**src/rtl/spi_slave.sv**
```systemverilog
// SPI slave (CPOL=1, MSB first) bridging opcode/address/data frames onto a simple
// register-file port. All SPI pins are oversampled in the clk domain.
module spi_slave #(
  parameter logic [7:0] WR_OP = 8'h3C,
  parameter logic [7:0] RD_OP = 8'h5B
) (
  input  logic       clk,
  input  logic       rst,
  input  logic       scsn,
  input  logic       sclk,
  input  logic       mosi,
  output logic       miso,
  output logic       wr_en,
  output logic [7:0] wr_addr,
  output logic [7:0] wr_data,
  output logic       rd_req,
  output logic [7:0] rd_addr,
  input  logic [7:0] rd_data,
  output logic       busy,
  output logic       frame_err
);

  typedef enum logic [2:0] {IDLE, OP, ADDR, WDATA, RDATA, DISCARD} state_t;

  logic       scsn_m_r, scsn_s_r, scsn_d_r;
  logic       sclk_m_r, sclk_s_r, sclk_d_r;
  logic       mosi_m_r, mosi_s_r;
  logic [1:0] flush_r;
  logic       armed_r;
  state_t     state_r;
  logic [2:0] bit_cnt_r;
  logic [6:0] rx_r;
  logic [7:0] addr_r;
  logic [7:0] tx_r;
  logic       op_rd_r;
  logic       rd_pend_r;
  logic       wr_en_r, rd_req_r, busy_r, frame_err_r;
  logic [7:0] wr_addr_r, wr_data_r, rd_addr_r;

  logic       sclk_rise_s;
  logic       scsn_fall_s;
  logic       byte_done_s;
  logic [7:0] byte_s;

  assign sclk_rise_s = sclk_s_r & ~sclk_d_r;
  assign scsn_fall_s = ~scsn_s_r & scsn_d_r;
  assign byte_s      = {rx_r, mosi_s_r};
  assign byte_done_s = sclk_rise_s && (bit_cnt_r == 3'd7);

  assign miso      = tx_r[7];
  assign wr_en     = wr_en_r;
  assign wr_addr   = wr_addr_r;
  assign wr_data   = wr_data_r;
  assign rd_req    = rd_req_r;
  assign rd_addr   = rd_addr_r;
  assign busy      = busy_r;
  assign frame_err = frame_err_r;

  // Two-flop synchronizers plus one delay stage for edge detection.
  always_ff @(posedge clk) begin
    if (rst) begin
      scsn_m_r <= 1'b1; scsn_s_r <= 1'b1; scsn_d_r <= 1'b1;
      sclk_m_r <= 1'b1; sclk_s_r <= 1'b1; sclk_d_r <= 1'b1;
      mosi_m_r <= 1'b1; mosi_s_r <= 1'b1;
    end else begin
      scsn_m_r <= scsn; scsn_s_r <= scsn_m_r; scsn_d_r <= scsn_s_r;
      sclk_m_r <= sclk; sclk_s_r <= sclk_m_r; sclk_d_r <= sclk_s_r;
      mosi_m_r <= mosi; mosi_s_r <= mosi_m_r;
    end
  end

  // Frame FSM, shift registers and register-file strobes.
  always_ff @(posedge clk) begin
    if (rst) begin
      state_r     <= IDLE;
      bit_cnt_r   <= 3'd0;
      rx_r        <= 7'd0;
      addr_r      <= 8'h00;
      tx_r        <= 8'hFF;
      op_rd_r     <= 1'b0;
      rd_pend_r   <= 1'b0;
      flush_r     <= 2'd2;
      armed_r     <= 1'b0;
      wr_en_r     <= 1'b0;
      wr_addr_r   <= 8'h00;
      wr_data_r   <= 8'h00;
      rd_req_r    <= 1'b0;
      rd_addr_r   <= 8'h00;
      busy_r      <= 1'b0;
      frame_err_r <= 1'b0;
    end else begin
      wr_en_r     <= 1'b0;
      rd_req_r    <= 1'b0;
      frame_err_r <= 1'b0;
      busy_r      <= ~scsn_s_r;
      rd_pend_r   <= rd_req_r;
      // Until the synchronizers hold real pin values and scsn is seen high, a frame
      // already in flight at reset release must not be mistaken for a new select.
      if (flush_r != 2'd0) begin
        flush_r <= flush_r - 2'd1;
      end else if (scsn_s_r) begin
        armed_r <= 1'b1;
      end
      if ((state_r != IDLE) && scsn_s_r) begin
        frame_err_r <= (bit_cnt_r != 3'd0) || (state_r == OP) ||
                       (state_r == ADDR) || (state_r == DISCARD);
        state_r     <= IDLE;
        bit_cnt_r   <= 3'd0;
        tx_r        <= 8'hFF;
      end else if (state_r == IDLE) begin
        tx_r <= 8'hFF;
        if (scsn_fall_s && armed_r) begin
          state_r   <= OP;
          bit_cnt_r <= 3'd0;
        end
      end else if (sclk_rise_s) begin
        bit_cnt_r <= bit_cnt_r + 3'd1;
        rx_r      <= byte_s[6:0];
        case (state_r)
          OP: begin
            if (byte_done_s) begin
              if (byte_s == WR_OP) begin
                state_r <= ADDR;
                op_rd_r <= 1'b0;
              end else if (byte_s == RD_OP) begin
                state_r <= ADDR;
                op_rd_r <= 1'b1;
              end else begin
                state_r <= DISCARD;
              end
            end
          end
          ADDR: begin
            if (byte_done_s) begin
              if (op_rd_r) begin
                state_r   <= RDATA;
                rd_req_r  <= 1'b1;
                rd_addr_r <= byte_s;
                addr_r    <= byte_s + 8'd1;
              end else begin
                state_r <= WDATA;
                addr_r  <= byte_s;
              end
            end
          end
          WDATA: begin
            if (byte_done_s) begin
              wr_en_r   <= 1'b1;
              wr_addr_r <= addr_r;
              wr_data_r <= byte_s;
              addr_r    <= addr_r + 8'd1;
            end
          end
          RDATA: begin
            if (byte_done_s) begin
              rd_req_r  <= 1'b1;
              rd_addr_r <= addr_r;
              addr_r    <= addr_r + 8'd1;
            end else begin
              tx_r <= {tx_r[6:0], 1'b1};
            end
          end
          default: begin
          end
        endcase
      end else if ((state_r == RDATA) && rd_pend_r) begin
        tx_r <= rd_data;
      end
    end
  end

endmodule

```
**config.mk**
```make
export PLATFORM = sky130hd
export DESIGN_NAME = spi_slave
export DESIGN_NICKNAME = d
export VERILOG_FILES = /design/src/rtl/spi_slave.sv
export SDC_FILE = /design/constraint.sdc
export NUM_CORES = 1
export LEC_CHECK = 0
export CAP_MARGIN = 10
export CORE_MARGIN = 10
export CORE_UTILIZATION = 30
export CTS_CLUSTER_SIZE = 30
export DETAILED_ROUTE_END_ITERATION = 10
export SYNTH_ARGS = -nofsm -noshare
export SYNTH_HDL_FRONTEND = slang
export SYNTH_SLANG_ARGS = --single-unit
```
**constraint.sdc**
```tcl
create_clock -name clk -period 4.3 [get_ports clk]
set_clock_uncertainty 0.15 [all_clocks]
set_input_delay 0.645 -clock clk [delete_from_list [all_inputs] [get_ports clk]]
set_output_delay 0.645 -clock clk [all_outputs]
set_load 0.1 [all_outputs]
```
==> flow_summary.toml <==
[status]
status = "completed"

[clock_tree]
cts_resized = 0
path_clk_slew_ns = 0.07
cts_tree = "built"
clock_path_buffers = 2
numCtsBuffers = 9
cts_hold_buf = 0
clk_latency_ns = 0.36
numClockSinks = 70
root_buffer = "clkbuf_8"
htree_levels = 3
post-cts-setup-buffers = 0

[synth]
synth_compound_gate_area_share_pct = 14.9
ys.flop_type = "dfxtp_1"
synth-simple-area-share_pct = 22.3
syn_nets = 381
synthAdderAreaFrac_pct = 2.76
synth_edf_count = 0
synth_seq_cells = 70
synth-xor-area-share_pct = 2.21
synth_top_family_by_area = "simple AND/OR/NAND/NOR gates"
syn_area_mm2 = 0.00318
ys_async_sr_fraction_pct = 0
synthMuxAreaShare_pct = 8.82
yosysWarnings = 0
synthCells = 361
yosysUniqueCellTypes = 52
avgSynthCellArea_um2 = 8.80
synth_seq_area_share_pct = 44.1

[floorplan]
dieHeight_um = 123
io_pins = 42
rows = 37
start_util_pct = 30.8
core_mm2 = 0.0103
die_w_um = 123
dieArea_mm2 = 0.0151

[detailed_routing]
drt-total-wl_um = 7520
drtIter0Drc = 108
post_drt_via_cell_ratio = 4.87
post_drt_wl_per_cell_um = 14.1
drc_errors = 0
route.vias.total = 2592
ant_nets = 0
drt_first_pass_iters = 4

[final_layout]
n_antenna_cell = 0
final_core_util_pct = 37.4
fillers = 1054
syn2layout_area_growth_pct = 21.6
final_nets = 411
drive_gt1_share_pct = 8.59
final_area_mm2 = 0.00386

[sta]
tns_ns = 0
rsz0062_at_grt = "no"
worst_slack_ns = 1.64
worst_pin_slew_ns = 1.07
slew_violations = 0
final_hold_viol_count = 0
max_freq_mhz = 377
fin_crit_ns = 2.66
maxSlewHeadroom_pct = 28.8
setup_viol = 0
period_share_pct = 61.8

[setup_path]
reg2reg_slack_ns = 1.73
cp-end-kind = "primary output"
cp.required_ns = 3.50
critPathTopFamily = "buffers and inverters"
rr_worst_depth = 6
crit_cells = 1
cp_slowest_cell = "clkdlybuf4s50_1"
cp_max_fo = 2
cpPeakStageDelay_ns = 1.15
crit_type = "reg -> out"
arrival_ns = 1.86
cp-startpoint = "rd_addr[4]"
crit_chain = "clkdlybuf4s50_1"
timing.rr.end = "wr_addr[1]"
cp-start-kind = "flip-flop"
worstReg2RegStart = "bit_cnt_r[0]"
crit_end = "rd_addr[4]"
cp_num_buf_inv = 1

[global_route]
grt.busiest_layer = "met2"
grtUsageTotal_pct = 10.3
grt_max_degree = 58
grt_pass1_vias = 2586
antenna_found_initial = 0
met1_usage_pct = 12.6
grt_pass1_wl_um = 12500
grtUsageMet2_pct = 15.9
grt-ovfl-total = 0
met3_usage_pct = 3.19

[flow_run]
maxCapViolCount = 0

[power]
p_int_uw = 1020
p_leak_uw = 0.00151
switching_share_pct = 22.7
clock_power_share_pct = 43.8
power.density_mw_per_mm2 = 343
vdd_drop_max_uv = 157
power_frac_comb_pct = 5.4
p_sw_uw = 301
seqPwrFrac_pct = 50.8

[hold_path]
whs_path_depth = 1
holdCritPathClass = "reg -> reg"

[place]
placed_cell_area_mm2 = 0.00365
gp_congestion = 0.824
place_ws_ns = 1.71
hpwl_um = 5320
port_buffers = 41
## cell usage after synthesis, types with 2 or more instances
cell / number / share of area [%]
a211oi_1: 3 / 0.71
a21oi_1: 22 / 3.5
a22oi_1: 2 / 0.47
a311oi_1: 7 / 1.9
a31oi_1: 5 / 0.98
and3_1: 2 / 0.39
buf_2: 5 / 0.79
buf_4: 2 / 0.47
buf_6: 2 / 0.71
clkbuf_1: 15 / 1.8
dfxtp_1: 70 / 44
ha_1: 7 / 2.8
inv_1: 10 / 1.2
mux2i_1: 28 / 8.8
nand2_1: 33 / 3.9
nand2b_1: 3 / 0.59
nand3_1: 4 / 0.63
nand4_1: 2 / 0.39
nor2_1: 63 / 7.4
nor2b_1: 5 / 0.98
nor3_1: 4 / 0.63
nor3_2: 2 / 0.63
nor3b_2: 2 / 0.79
nor4_1: 2 / 0.39
o211ai_1: 11 / 2.6
o21a_1: 3 / 0.71
o21ai_0: 5 / 0.79
o21ai_1: 4 / 0.63
or2_2: 8 / 1.6
or4_1: 2 / 0.47
xor2_1: 7 / 1.9
## power groups by stage
stage,Sequential [uW],Clock [uW],Combinational [uW]
after floorplan,687,0,52.7
after detailed placement,689,0,72.7
after CTS,673,588,73.5
final,673,580,72.2
after global routing,675,619,81.9
after global placement,688,0,70.9
## cell type report
class                      count  area, um^2  area share [%]
clock inverter                 6        86.3            2.24
inverter                      10        37.5           0.972
sequential                    70        1400            36.3
clock buffer                  10         128            3.30
tap                          136         170            4.41
multi-input combinational    257        1620            41.9
timing repair buffer          43         420            10.9
## worst min-delay path by stage
stage | end | startpoint
floorplan | mosi_s_r | mosi_m_r
global placement | scsn_s_r | scsn_m_r
detailed placement | scsn_s_r | scsn_m_r
CTS | scsn_s_r | scsn_m_r
global route | mosi_s_r | mosi_m_r
finish | scsn_s_r | scsn_m_r
## routing by layer
metal | up-vias | part of all wire, %
met5 | - | 0
met4 | 0 | 2.1
met3 | 13 | 6.0
met2 | 65 | 46
met1 | 1196 | 46
li1 | 1318 | -
## cell usage in the layout (no fill, tap or decap), types with 4 or more instances in the layout
| cell type | instances |
|---|---|
| dfxtp_1 | 70 |
| nor2_1 | 63 |
| clkdlybuf4s50_1 | 40 |
| nand2_1 | 33 |
| mux2i_1 | 28 |
| a21oi_1 | 22 |
| o211ai_1 | 11 |
| inv_1 | 10 |
| clkbuf_8 | 9 |
| or2_2 | 8 |
| a311oi_1 | 7 |
| xor2_1 | 7 |
| ha_1 | 7 |
| nor2b_1 | 5 |
| o21ai_0 | 5 |
| a31oi_1 | 5 |
| nand3_1 | 4 |
| o21ai_1 | 4 |
| nor3_1 | 4 |
## flip-flops by register name, indices dropped and copies added (netlist names), 2 cells and up
name,flops
addr_r,8
bit_cnt_r,3
wr_addr,8
tx_r,8
state_r,3
wr_data,8
flush_r,2
rd_addr,8
rx_r,7
## cell families after synthesis
kind of cell | after synthesis
simple gates | 143
mux | 28
xor+xnor | 8
compound gates | 71
flops | 70
buf+inv | 34
fa+ha+maj | 7
## metrics by stage
step,total power [uW],hold slack (ns),instances
floorplan,740,0.239,361
global placement,759,0.245,516
detailed placement,761,0.243,516
CTS,1330,0.261,532
global route,1380,0.280,532
finish,1330,0.261,532
No activity file was read; power rests on OpenSTA's default activity.
